File: config.mk
export PLATFORM = sky130hd
export DESIGN_NAME = player_input_tx
export DESIGN_NICKNAME = d
export VERILOG_FILES = /design/src/rtl/player_input_tx.sv
export SDC_FILE = /design/constraint.sdc
export NUM_CORES = 1
export LEC_CHECK = 0
export ABC_AREA = 0
export CAP_MARGIN = 20
export CORE_ASPECT_RATIO = 1.25
export CORE_UTILIZATION = 50
export DETAILED_ROUTE_END_ITERATION = 16
export PLACE_DENSITY = 0.78
export SYNTH_ARGS = -nofsm -noshare
export SYNTH_HDL_FRONTEND = slang
export SYNTH_SLANG_ARGS = --single-unit
File: constraint.sdc
create_clock -name clock_in -period 5.4 [get_ports clock_in]
set_clock_uncertainty 0.05 [all_clocks]
set_input_delay 1.08 -clock clock_in [delete_from_list [all_inputs] [get_ports clock_in]]
set_output_delay 1.08 -clock clock_in [all_outputs]
set_load 0.01 [all_outputs]
File: src/rtl/player_input_tx.sv
// Serial transmitter for one board's debounced player controls: sends SYNC, payload, checksum
// as 8N1 bytes on any input change, on a forced first frame, and as a periodic heartbeat.
module player_input_tx #(
    parameter int unsigned BAUD_DIV  = 217,
    parameter int unsigned HEARTBEAT = 250000,
    parameter int unsigned GAP_BITS  = 1,
    parameter logic [7:0]  SYNC      = 8'hA5
) (
    input  logic       clock_in,
    input  logic       reset_in,
    input  logic       enable,
    input  logic [1:0] player_id,
    input  logic       left,
    input  logic       right,
    input  logic       up,
    input  logic       down,
    input  logic       chop,
    input  logic       carry,
    output logic       tx_out,
    output logic       busy,
    output logic       frame_done
);

    localparam int unsigned BaudW = (BAUD_DIV > 1) ? $clog2(BAUD_DIV) : 1;
    localparam int unsigned HbW   = (HEARTBEAT > 1) ? $clog2(HEARTBEAT) : 1;
    localparam int unsigned BitW  = (GAP_BITS > 8) ? $clog2(GAP_BITS) : 3;

    localparam logic [BaudW-1:0] BaudLast = BaudW'(BAUD_DIV - 1);
    localparam logic [HbW-1:0]   HbLast   = HbW'(HEARTBEAT - 1);
    localparam logic [BitW-1:0]  GapLast  = BitW'(GAP_BITS - 1);
    localparam logic [BitW-1:0]  DataLast = BitW'(7);

    typedef enum logic [2:0] {StIdle, StStart, StData, StStop, StGap} state_e;

    state_e            state_q, state_d;
    logic [BaudW-1:0]  baud_q, baud_d;
    logic [BitW-1:0]   bit_q, bit_d;
    logic [1:0]        byte_q, byte_d;
    logic [HbW-1:0]    hb_q, hb_d;
    logic [7:0]        sent_q, sent_d;
    logic              force_q, force_d;

    logic [7:0] payload;
    logic [7:0] cur_byte;
    logic       bit_end;
    logic       trigger;

    assign payload = {player_id, carry, chop, down, up, right, left};
    assign bit_end = (baud_q == BaudLast);
    assign trigger = enable && ((payload != sent_q) || force_q || (hb_q == HbLast));
    assign busy    = (state_q != StIdle);

    // sent_q doubles as the frame snapshot and the last transmitted payload.
    always_comb begin
        cur_byte = SYNC;
        unique case (byte_q)
            2'd0:    cur_byte = SYNC;
            2'd1:    cur_byte = sent_q;
            default: cur_byte = SYNC ^ sent_q;
        endcase
    end

    always_comb begin
        state_d    = state_q;
        baud_d     = bit_end ? '0 : baud_q + 1'b1;
        bit_d      = bit_q;
        byte_d     = byte_q;
        hb_d       = hb_q;
        sent_d     = sent_q;
        force_d    = force_q;
        tx_out     = 1'b1;
        frame_done = 1'b0;

        case (state_q)
            StIdle: begin
                baud_d = '0;
                if (trigger) begin
                    state_d = StStart;
                    sent_d  = payload;
                    force_d = 1'b0;
                    hb_d    = '0;
                    byte_d  = 2'd0;
                    bit_d   = '0;
                end else if (hb_q != HbLast) begin
                    // Keeps counting with enable low so a heartbeat is due when it rises.
                    hb_d = hb_q + 1'b1;
                end
            end
            StStart: begin
                tx_out = 1'b0;
                if (bit_end) begin
                    state_d = StData;
                    bit_d   = '0;
                end
            end
            StData: begin
                tx_out = cur_byte[bit_q[2:0]];
                if (bit_end) begin
                    if (bit_q == DataLast) begin
                        state_d = StStop;
                    end else begin
                        bit_d = bit_q + 1'b1;
                    end
                end
            end
            StStop: begin
                if (bit_end) begin
                    if (byte_q == 2'd2) begin
                        state_d = StGap;
                        bit_d   = '0;
                    end else begin
                        state_d = StStart;
                        byte_d  = byte_q + 2'd1;
                    end
                end
            end
            StGap: begin
                if (bit_end) begin
                    if (bit_q == GapLast) begin
                        state_d    = StIdle;
                        frame_done = 1'b1;
                    end else begin
                        bit_d = bit_q + 1'b1;
                    end
                end
            end
            default: state_d = StIdle;
        endcase
    end

    always_ff @(posedge clock_in) begin
        if (reset_in) begin
            state_q <= StIdle;
            baud_q  <= '0;
            bit_q   <= '0;
            byte_q  <= 2'd0;
            hb_q    <= '0;
            sent_q  <= 8'h00;
            force_q <= 1'b1;
        end else begin
            state_q <= state_d;
            baud_q  <= baud_d;
            bit_q   <= bit_d;
            byte_q  <= byte_d;
            hb_q    <= hb_d;
            sent_q  <= sent_d;
            force_q <= force_d;
        end
    end

endmodule

Word-level counts from Yosys, hierarchy flattened. Cells that the tools add are included.

Reduce and logical (&&, ||, !) cells: 16. Add/subtract/negate cells: 4. Magnitude comparators: 1. Equality and inequality tests: 22. Bitwise operators: 1. Multiplexer cells: 31.

Operators by type and width (count): two-way mux 3 bit (16); two-way mux 18 bit (2); one-hot mux 3 bit (5 select lines) (2); inequality test 2 bit, second input constant (11); adder 18 x 1 -> 18 bit, second input constant (1); == test 18 bit, second input constant (1); inequality test 18 bit, second input constant (1); one-hot mux 8 bit (2 select lines) (1); AND reduction 9 bit (1); adder 8 x 1 -> 8 bit, second input constant (1); == test 8 bit, second input constant (1); inequality test 8 bit (1); AND reduction 7 bit (1); == test 3 x 2 -> 1 bit, second input constant (2); == test 3 bit, second input constant (2); logical NOT 3 bit (2); two-way mux 2 bit (3); nonzero test 5 bit (1); < comparator 3 x 4 -> 1 bit, second input constant (1); two-way mux 1 bit (4); NOT 4 bit (1); one-hot mux 2 bit (2 select lines) (1); AND reduction 2 bit (2); AND reduction 4 bit (1); 13 further kinds (15).

Register bits: 43. Bits of input ports: 11. Logic and storage cells: 82. Output and inout bits: 3.

Longest topological paths before layout. Gate-level depths: netlist (run 1).

Word-level depth: 6. Depth in mapped cells: 8. Mapped depth without buffers: 8.

Least setup slack after synthesis (run 1). No wires, ideal clock.

Path kind: register to output. Start: register bit_q[1]. End: output tx_out. Data required time: 4270 ps. Buffers on the path: 1. Arrival time: 1499 ps. Cell stages (with the launch flop): 8. Slack: 2771 ps. Path through: dfxtp_1 > clkbuf_1 > mux2i_1 > xor2_1 > o21ai_0 > o311ai_0 > o31ai_1 > a31oi_1.

Word-level cells in the longest chain between the ends: 3.

Ends and longest elaborated chain: start, declared (line 37) `logic [BitW-1:0] bit_q, bit_d;`; start signal, assigned (line 143) `bit_q <= bit_d;`; binary-select mux 1 bit (select 3 bit) (line 97) `tx_out = cur_byte[bit_q[2:0]];`; two-way mux 1 bit (not written as such) (line 97); one-hot mux 1 bit (2 select lines) (line 74) `case (state_q)`; end, declared (line 19) `output logic tx_out,`.

Every way passes these cells. The select of a mux whose other input is x is not followed.

Worst setup path in the final report (run 1). Same ends and word-level chain as after synthesis.

==> results of run 1 <==
-- cell type report --
| type | count | area (µm²) | area share |
|---|---|---|---|
| Clock buffer | 6 | 82.58 | 0.03047 |
| Clock inverter | 2 | 35.03 | 0.01293 |
| Inverter | 13 | 48.80 | 0.01801 |
| Multi-Input combinational cell | 212 | 1478 | 0.5452 |
| Sequential cell | 43 | 860.8 | 0.3176 |
| Tap cell | 60 | 75.07 | 0.02770 |
| Timing Repair Buffer | 13 | 130.1 | 0.04801 |
-- flip-flops by register name, indices dropped and copies added (netlist names) --
signal / cells
baud_q: 8
bit_q: 3
byte_q: 2
force_q: 1
hb_q: 18
sent_q: 8
state_q: 3
-- per-layer routing --
metal | part of all wire | wire, µm | track usage | vias to the layer above
met5 | 0 | 0 | 0 | -
met2 | 0.51 | 2381 | 0.3474 | 37
met4 | 0.017 | 80 | 0.08667 | 0
li1 | - | - | - | 989
met1 | 0.44 | 2058 | 0.2347 | 906
met3 | 0.025 | 114 | 0.02983 | 7
-- how the worst max path moves through the flow --
stage / from / end / slack, ns / depth (start not counted)
floorplan: bit_q[1] / tx_out / 2.77 / 7
CTS: bit_q[1] / tx_out / 1.97 / 7
global placement: chop / byte_q[1] / 1.92 / 7
global route: bit_q[1] / tx_out / 1.82 / 7
finish: bit_q[1] / tx_out / 1.99 / 7
detailed placement: left / byte_q[1] / 1.86 / 7
-- kinds of logic after synthesis --
family,Yosys count
AOI/OAI and AO/OA,32
xor gates and xnor gates,30
adders and majority gates,9
buffers and inverters,24
DFF,43
muxes,17
and+or+nand+nor,124
-- layout by cell type (no fill, tap or decap), types with 4 or more instances in the layout --
cell,netlist,final
xnor2_1,14,14
o21ai_0,5,5
nand2_1,23,23
clkdlybuf4s50_1,0,13
ha_1,9,9
nor3_1,6,6
nor2b_1,4,4
nand3_1,15,15
and3_1,4,4
mux2i_1,15,15
nand4_1,5,5
inv_1,13,13
clkbuf_8,0,6
xor2_1,16,16
nor2_1,45,45
dfxtp_1,43,43
-- power by group --
part           internal (mW)  total (mW)  switching, mW
registers              0.330       0.347         0.0176
clock network          0.150       0.259          0.109
logic                 0.0651       0.132         0.0673
total                  0.544       0.739          0.194
-- per-stage QoR --
step / power [mW] / area, µm²
2_1_floorplan: 0.4563 / 2439
3_3_place_gp: 0.4845 / 2592
3_5_place_dp: 0.4875 / 2592
4_1_cts: 0.7434 / 2710
5_1_grt: 0.7692 / 2710
6_report: 0.7387 / 2710
-- critical path: cells and delay by family, from the launching register on --
family          cells  cell delay [ns]
flops               1             0.52
mux                 1             0.26
compound gates      4             0.51
buf+inv             1             0.56
xor+xnor            1             0.15
==> run metrics, run 1 <==
initial core utilization=0.5195; Post-Layout Cell Count=between 300 and 400; largest net degree at the start of global routing=22; CTS sink count=43; Netlist cell types=57; post-layout util=0.5773; share of cells above drive strength 1=0.07958; fmax=0.2932 GHz; Post-Synthesis Net Count=~300; Cell Rows=28; via-per-instance ratio=5.556; max_cap viols=0; Synth Area per Inst=roughly 9 µm²; first-pass GRT wire length=about 8000 µm; count leader, synth=nor2_1; I/O pin total=14; clock slew at reported path FFs=0.08 ns; setup violators final=0; hold path start=force_q; slack of the critical path=just under 2 ns; DP Cell Count=between 300 and 400; drt total wl=approximately 4600 µm; root buffer cell=clkbuf_8; CP Capture Type=primary output; crit path max fanout=7; xor and xnor area share after synthesis=0.1077; Die H=between 80 and 90 µm; Chip Width=64.47 µm; Inserted Clock Buffers=5; Synth top cells by count=45 x nor2_1, 43 x dfxtp_1, 23 x nand2_1; clk_lat worst skew=just under 0.3 ns; Starting DRT DRC Count=71; post-CTS setup buffer count=0; top post-synthesis cells by area=dfxtp_1 35%, nor2_1 6.9%, mux2i_1 6.2%, xor2_1 5.7%, xnor2_1 5.0%; worst slew pin tran=roughly 0.80 ns; area share of the largest cell type after synthesis=0.3530; main flop type after synthesis=dfxtp_1; Min Hold Slack=~0.42 ns; Pre-antenna DRT Iters=4; initial antenna violation count=0; cell taking the most area after synthesis=dfxtp_1; Final period util=0.6317; Syn-to-layout area delta=11.13%; post-route minimum period=3.411 ns; GRT Util Overall=0.1974; hold depth=2; Synth Area in Compound Gates=0.1088; synthesized instance count=between 200 and 300; Lkg Pwr=between 0.9 and 1 nW; Slew Limit Fails=0; Async SR Flop Fraction=0; post-synthesis cell area=between 2000 and 2500 µm²; dpl ws=between 1.5 and 2 ns; FF+latch count, synth=43; sequential share of the synthesized area=0.3530; Layout fillers=441; FF-to-FF Start=state_q[2]; setup tns final=0 ns; RSZ-0062 raised after global routing=false; CP Data Required Time=~4.3 ns; critical path startpoint category=flip-flop; slowest cell on the critical path=clkdlybuf4s50_1; Simple-Gate Fraction of Synth Area=0.2694; mux cell area share after synthesis=0.07388; WL/cell=13.28 µm; Max clock buf depth=2; core area=between 4000 and 5000 µm²; DR vias=between 1500 and 2000; Worst slew margin=0.4631; fin nets=308; CTS tree=built; EDFF count, synth=0; Hold EP=force_q; Hold WC Path Type=reg2reg; Crit path largest cell delay=between 0.5 and 0.6 ns; Synth warnings=0; Worst Reg-to-Reg Cells=6; critical path type=reg2out; post-cts sizing count=0; Post-CTS Hold Buffers=0; H-tree levels=2; gr ovfl total=0; Synth Area in Adders=0.04618; # port buffers=13; Arr. time, crit path=2.28 ns; Critical R2R Capture=byte_q[1]; pwr dens=between 200 and 300 nW/µm²; flop2flop setup slack=about 3.0 ns; diode count=0; vias in the first global route=between 1500 and 2000; final hold viol count=0; Max VDD drop=about 0.23 mV; Detailed Place HPWL=around 3300 µm; gpl congestion=a little under 0.8; DR DRC count=0; main combinational cell family by area after synthesis=simple AND/OR/NAND/NOR gates; Post-DRT Antenna Nets=0; critical path cell sequence=mux2i_1 -> xor2_1 -> o21ai_0 -> o311ai_0 -> o31ai_1 -> a31oi_1 -> clkdlybuf4s50_1; outcome=complete, no violations; Die Area=approximately 5200 µm²
Note: power is estimated with default switching activity, not from simulation.
==> inputs of run 2 (changes only) <==
Clock period 5.4 ns to 3.2 ns, I/O delays scaled along.
==> run 2 against run 1 <==
  * First-iteration DRC count rose by 9.9%
  * Wire length shrank 1.6%
  * Sequential share of layout area decreased by 0.058 points
  * Critical path depth did not move
  * Flip-flop and latch count did not move
  * Clock power increased by 46%
  * Non-clock buffer count rose by 3
  * Worst setup slack got worse by 1.8 ns
==> run metrics, run 2 (same netlist as run 1, synthesis figures left out) <==
outcome=complete, no violations (unchanged); drt total wl=4559 µm (was 4634 µm); Register Area=860.8 µm² (unchanged); Starting DRT DRC Count=78 (was 71); Detailed Place HPWL=3360 µm (was 3349 µm); setup tns final=0 ns (unchanged); Hold WC Path Type=reg2reg (unchanged); Met3 Wirelength=126 µm (was 114 µm); initial core utilization=0.5195 (unchanged); Layout fillers=436 (was 441); first-pass GRT wire length=8093 µm (was 7969 µm); Inserted Clock Buffers=5 (unchanged); Arr. time, crit path=2.31 ns (was 2.28 ns); CTS sink count=43 (unchanged); post-CTS setup buffer count=0 (unchanged); H-tree levels=2 (unchanged); Syn-to-layout area delta=11.34% (was 11.13%); DR DRC count=0 (unchanged); Chip Width=64.47 µm (unchanged); crit path max fanout=7 (unchanged); GRT Util Overall=0.1997 (was 0.1974); Cell Rows=28 (unchanged); Post-DRT Antenna Nets=0 (unchanged); initial antenna violation count=0 (unchanged); Slew Limit Fails=0 (unchanged); clock slew at reported path FFs=0.08 ns (about the same); final hold viol count=0 (unchanged); critical path startpoint category=flip-flop (unchanged); via-per-instance ratio=5.528 (was 5.556); fin nets=311 (was 308); Total Power=1.192 mW (was 0.7387 mW); Post-CTS Hold Buffers=0 (unchanged); RSZ-0062 raised after global routing=false (unchanged); largest net degree at the start of global routing=17 (was 22); Multi-input gate area=1478 µm² (unchanged); Die H=80.08 µm (unchanged); max_cap viols=0 (unchanged); Final period util=0.9367; # port buffers=13 (unchanged); Reg with most FFs=hb_q (unchanged); clk_lat worst skew=0.30 ns (was 0.29 ns); post-route minimum period=2.998 ns; post-cts sizing count=0 (unchanged); share of cells above drive strength 1=0.08562 (was 0.07958); M1 wire length=2120 µm (was 2058 µm); Lkg Pwr=0.9601 nW (was 0.9546 nW); worst slew pin tran=0.5083 ns (was 0.8028 ns); number of flip-flops in the largest register=18 (unchanged); WL/cell=12.95 µm (was 13.28 µm); critical path type=reg2out (unchanged); gr ovfl total=0 (unchanged); Worst slew margin=0.6607 (was 0.4631); most common cell after layout, fill and taps aside=nor2_1 (unchanged); vias in the first global route=1831 (was 1843); metal2 WL=2250 µm (was 2381 µm); gpl congestion=0.7886 (was 0.7690); most frequent cells in the layout=45 x nor2_1, 43 x dfxtp_1, 23 x nand2_1, 16 x xor2_1 (unchanged); pwr dens=439.2 nW/µm² (was 272.6 nW/µm²); Max clock buf depth=2 (unchanged); setup violators final=0 (unchanged); CTS tree=built (unchanged); core area=4695 µm² (unchanged); Die Area=5162 µm² (unchanged); DR vias=1946 (was 1939); CP Capture Type=primary output (unchanged); I/O pin total=14 (unchanged); Max VDD drop=0.3669 mV (was 0.2255 mV); Min Hold Slack=0.4323 ns (was 0.4173 ns); root buffer cell=clkbuf_8 (unchanged); diode count=0 (unchanged); top layer in use=met4 (unchanged); fmax=around 0.33 GHz; Pre-antenna DRT Iters=4 (unchanged); CP Data Required Time=2.51 ns (was 4.27 ns); Largest regs=hb_q (18), baud_q (8), sent_q (8) (unchanged)
-- run 2: cell count changes in the layout (fill, tap and decap cells not counted) --
cell,previous run,this run
clkbuf_8,6,7
clkinv_2,1,0
clkbuf_1,0,1
buf_4,0,3
bufinv_16,1,0
-- run 2: through the flow --
stage,worst slack [ns],util,area [µm²],std cells
finish,0.2025,0.5784,2715,352
floorplan,1.011,-,2439,279
detailed placement,0.4747,0.5570,2615,344
global placement,0.5179,0.5570,2615,344
global route,0.04117,0.5784,2715,352
CTS,0.1955,0.5784,2715,352
-- run 2: critical path, cell delays in order (launching register included) --
cell,delay [ns]
dfxtp_1,0.51
mux2i_1,0.26
xor2_1,0.16
o21ai_0,0.08
o311ai_0,0.11
o31ai_1,0.13
a31oi_1,0.20
clkdlybuf4s50_1,0.56
-- run 2: final timing paths --
kind	start	endpoint	slack, ns	cells after the start
worst max-delay path	bit_q[1]	tx_out	0.20	7
worst min-delay path	force_q	force_q	0.43	2
worst max register to register	hb_q[1]	hb_q[12]	1.00	7
worst min register to register	force_q	force_q	0.43	2
-- run 2: report_power, final --
| group | total [mW] | internal, mW | switching [mW] |
|---|---|---|---|
| registers | 0.586 | 0.556 | 0.0298 |
| clock network | 0.379 | 0.197 | 0.182 |
| logic | 0.227 | 0.114 | 0.113 |
-- run 2: final cells by class --
class	count	area share
repair buffers	16	0.05622
inverters	13	0.01797
multi-input cells	212	0.5442
flip-flops and latches	43	0.3171
well taps	60	0.02765
clock buffers	8	0.03687
-- run 2: metal layers --
metal | GRT usage | vias up
met5 | 0 | -
met2 | 0.3463 | 29
met4 | 0.06667 | 0
met3 | 0.04545 | 5
li1 | - | 991
met1 | 0.2404 | 921
==> inputs of run 3 (changes only) <==
Settings changed: CORE_UTILIZATION 50 to 40, PLACE_DENSITY 0.78 to 0.66.
==> run 3 against run 2 <==
  * Count of clock-buffer cells in the layout down 2
  * Sequential share of layout area down 0.46 points
  * Worst setup slack better by 0.014 ns
  * Final cell count up 1.7%
  * Wire length about the same
==> run metrics, run 3 (same netlist as run 1, synthesis figures left out) <==
largest net degree at the start of global routing=17 (unchanged); crit path max fanout=7 (unchanged); Cell Rows=31 (was 28); core area=5818 µm² (was 4695 µm²); slowest cell on the critical path=clkdlybuf4s50_1 (unchanged); dpl ws=0.5132 ns (was 0.4747 ns); drt total wl=4555 µm (was 4559 µm); root buffer cell=clkbuf_8 (unchanged); Arr. time, crit path=2.29 ns (was 2.31 ns); gr ovfl total=0 (unchanged); CP Capture Type=primary output (unchanged); Die H=89.30 µm (was 80.08 µm); Max clock buf depth=2 (unchanged); Slew Limit Fails=0 (unchanged); Power Internal=0.9821 mW (was 0.8671 mW); Sw Share=0.2496 (was 0.2729); DR vias=1895 (was 1946); post-CTS setup buffer count=0 (unchanged); vias in the first global route=1757 (was 1831); Pre-antenna DRT Iters=4 (unchanged); post-layout util=0.4735 (was 0.5784); Min Hold Slack=0.4095 ns (was 0.4323 ns); Critical Path Source=bit_q[1] (unchanged); setup violators final=0 (unchanged); gpl congestion=0.7801 (was 0.7886); Clk pwr share=0.378 (was 0.318); clock slew at reported path FFs=0.08 ns (about the same); FF-to-FF Start=hb_q[0] (was hb_q[1]); Hold WC Path Type=reg2reg (unchanged); fmax=0.3351 GHz (was 0.3336 GHz); Post-Layout Cell Count=358 (was 352); Total Power=1.309 mW (was 1.192 mW); CTS sink count=43 (unchanged); number of flip-flops in the largest register=18 (unchanged); critical path startpoint category=flip-flop (unchanged); Final period util=0.9325 (was 0.9367); Inserted Clock Buffers=5 (unchanged); Worst Reg-to-Reg Cells=7 (unchanged); Critical Path Sink=tx_out (unchanged); critical path type=reg2out (unchanged); max_cap viols=0 (unchanged); post-route minimum period=2.984 ns (was 2.998 ns); WL/cell=12.72 µm (was 12.95 µm); CTS tree=built (unchanged); initial antenna violation count=0 (unchanged); CP Buf/Inv Count=1 (unchanged); Reg power frac=0.447 (was 0.491); Logic pwr share=0.176 (was 0.190); Post-DP Area=2623 µm² (was 2615 µm²); flop2flop setup slack=0.98 ns (was 1.00 ns); first-pass GRT wire length=7714 µm (was 8093 µm); worst slew pin tran=0.5009 ns (was 0.5083 ns); Max VDD drop=0.2788 mV (was 0.3669 mV); initial core utilization=0.4191 (was 0.5195); Starting DRT DRC Count=117 (was 78); most common cell after layout, fill and taps aside=nor2_1 (unchanged); Worst slew margin=0.6656 (was 0.6607); top cell family by delay on the critical path=buffers and inverters (unchanged); fin nets=311 (unchanged); Register Area=860.8 µm² (unchanged); design area=2755 µm² (was 2715 µm²); via-per-instance ratio=5.293 (was 5.528); RSZ-0062 raised after global routing=false (unchanged); Critical R2R Capture=hb_q[12] (unchanged); Sw Pwr=0.3267 mW (was 0.3254 mW); Lkg Pwr=0.9740 nW (was 0.9601 nW); post-cts sizing count=0 (unchanged); Die Area=6415 µm² (was 5162 µm²); CP Data Required Time=2.51 ns (about the same); Layout fillers=568 (was 436); critical path depth in cells=7 (unchanged); Detailed Place HPWL=3370 µm (was 3360 µm); Syn-to-layout area delta=12.98% (was 11.34%); Reg with most FFs=hb_q (unchanged); share of cells above drive strength 1=0.08562 (unchanged); slack of the critical path=0.2161 ns (was 0.2025 ns); setup tns final=0 ns (unchanged); # port buffers=13 (unchanged); GRT Util Overall=0.1540 (was 0.1997); Multi-input gate area=1478 µm² (unchanged); DR DRC count=0 (unchanged); DP Cell Count=350 (was 344); Post-DRT Antenna Nets=0 (unchanged); Largest regs=hb_q (18), baud_q (8), sent_q (8) (unchanged); most frequent cells in the layout=45 x nor2_1, 43 x dfxtp_1, 23 x nand2_1, 16 x xor2_1 (unchanged); Crit path largest cell delay=0.55 ns (was 0.56 ns); diode count=0 (unchanged); Post-CTS Hold Buffers=0 (unchanged); clk_lat worst skew=0.30 ns (about the same); critical path cell sequence=mux2i_1 -> xor2_1 -> o21ai_0 -> o311ai_0 -> o31ai_1 -> a31oi_1 -> clkdlybuf4s50_1 (unchanged); final hold viol count=0 (unchanged); H-tree levels=2 (unchanged); pwr dens=475.0 nW/µm² (was 439.2 nW/µm²); Chip Width=71.84 µm (was 64.47 µm); outcome=complete, no violations (unchanged); I/O pin total=14 (unchanged)
## run 3: layer usage
metal | share of wire | GRT usage
met5 | 0 | 0
met3 | 0.028 | 0.03044
met1 | 0.48 | 0.1850
met2 | 0.48 | 0.2719
met4 | 0.016 | 0.05882
## run 3: area by class of cell
cell class / instances / share of cell area
Clock buffer: 6 / 0.02634
Clock inverter: 2 / 0.02180
Inverter: 13 / 0.01771
Multi-Input combinational cell: 212 / 0.5363
Sequential cell: 43 / 0.3124
Tap cell: 66 / 0.02997
Timing Repair Buffer: 16 / 0.05540
## run 3: worst min path at each step
stage / startpoint / endpoint / slack (ns) / cells past startpoint
after floorplan: force_q / force_q / 0.37 / 2
after global placement: force_q / force_q / 0.39 / 2
after detailed placement: force_q / force_q / 0.40 / 2
after CTS: force_q / force_q / 0.41 / 2
after global routing: hb_q[8] / hb_q[8] / 0.46 / 1
final: force_q / force_q / 0.41 / 2
## run 3: worst min-delay path: stages, from the launching register on
cell	delay, ns
dfxtp_1	0.32
nand2_1	0.05
nand2_1	0.04
## run 3: power by group through the flow
stage	combinational, mW	clock [mW]	sequential, mW
final	0.230	0.494	0.585
after global routing	0.251	0.528	0.590
after CTS	0.232	0.506	0.585
after detailed placement	0.231	0	0.598
after global placement	0.229	0	0.597
after floorplan	0.184	0	0.586
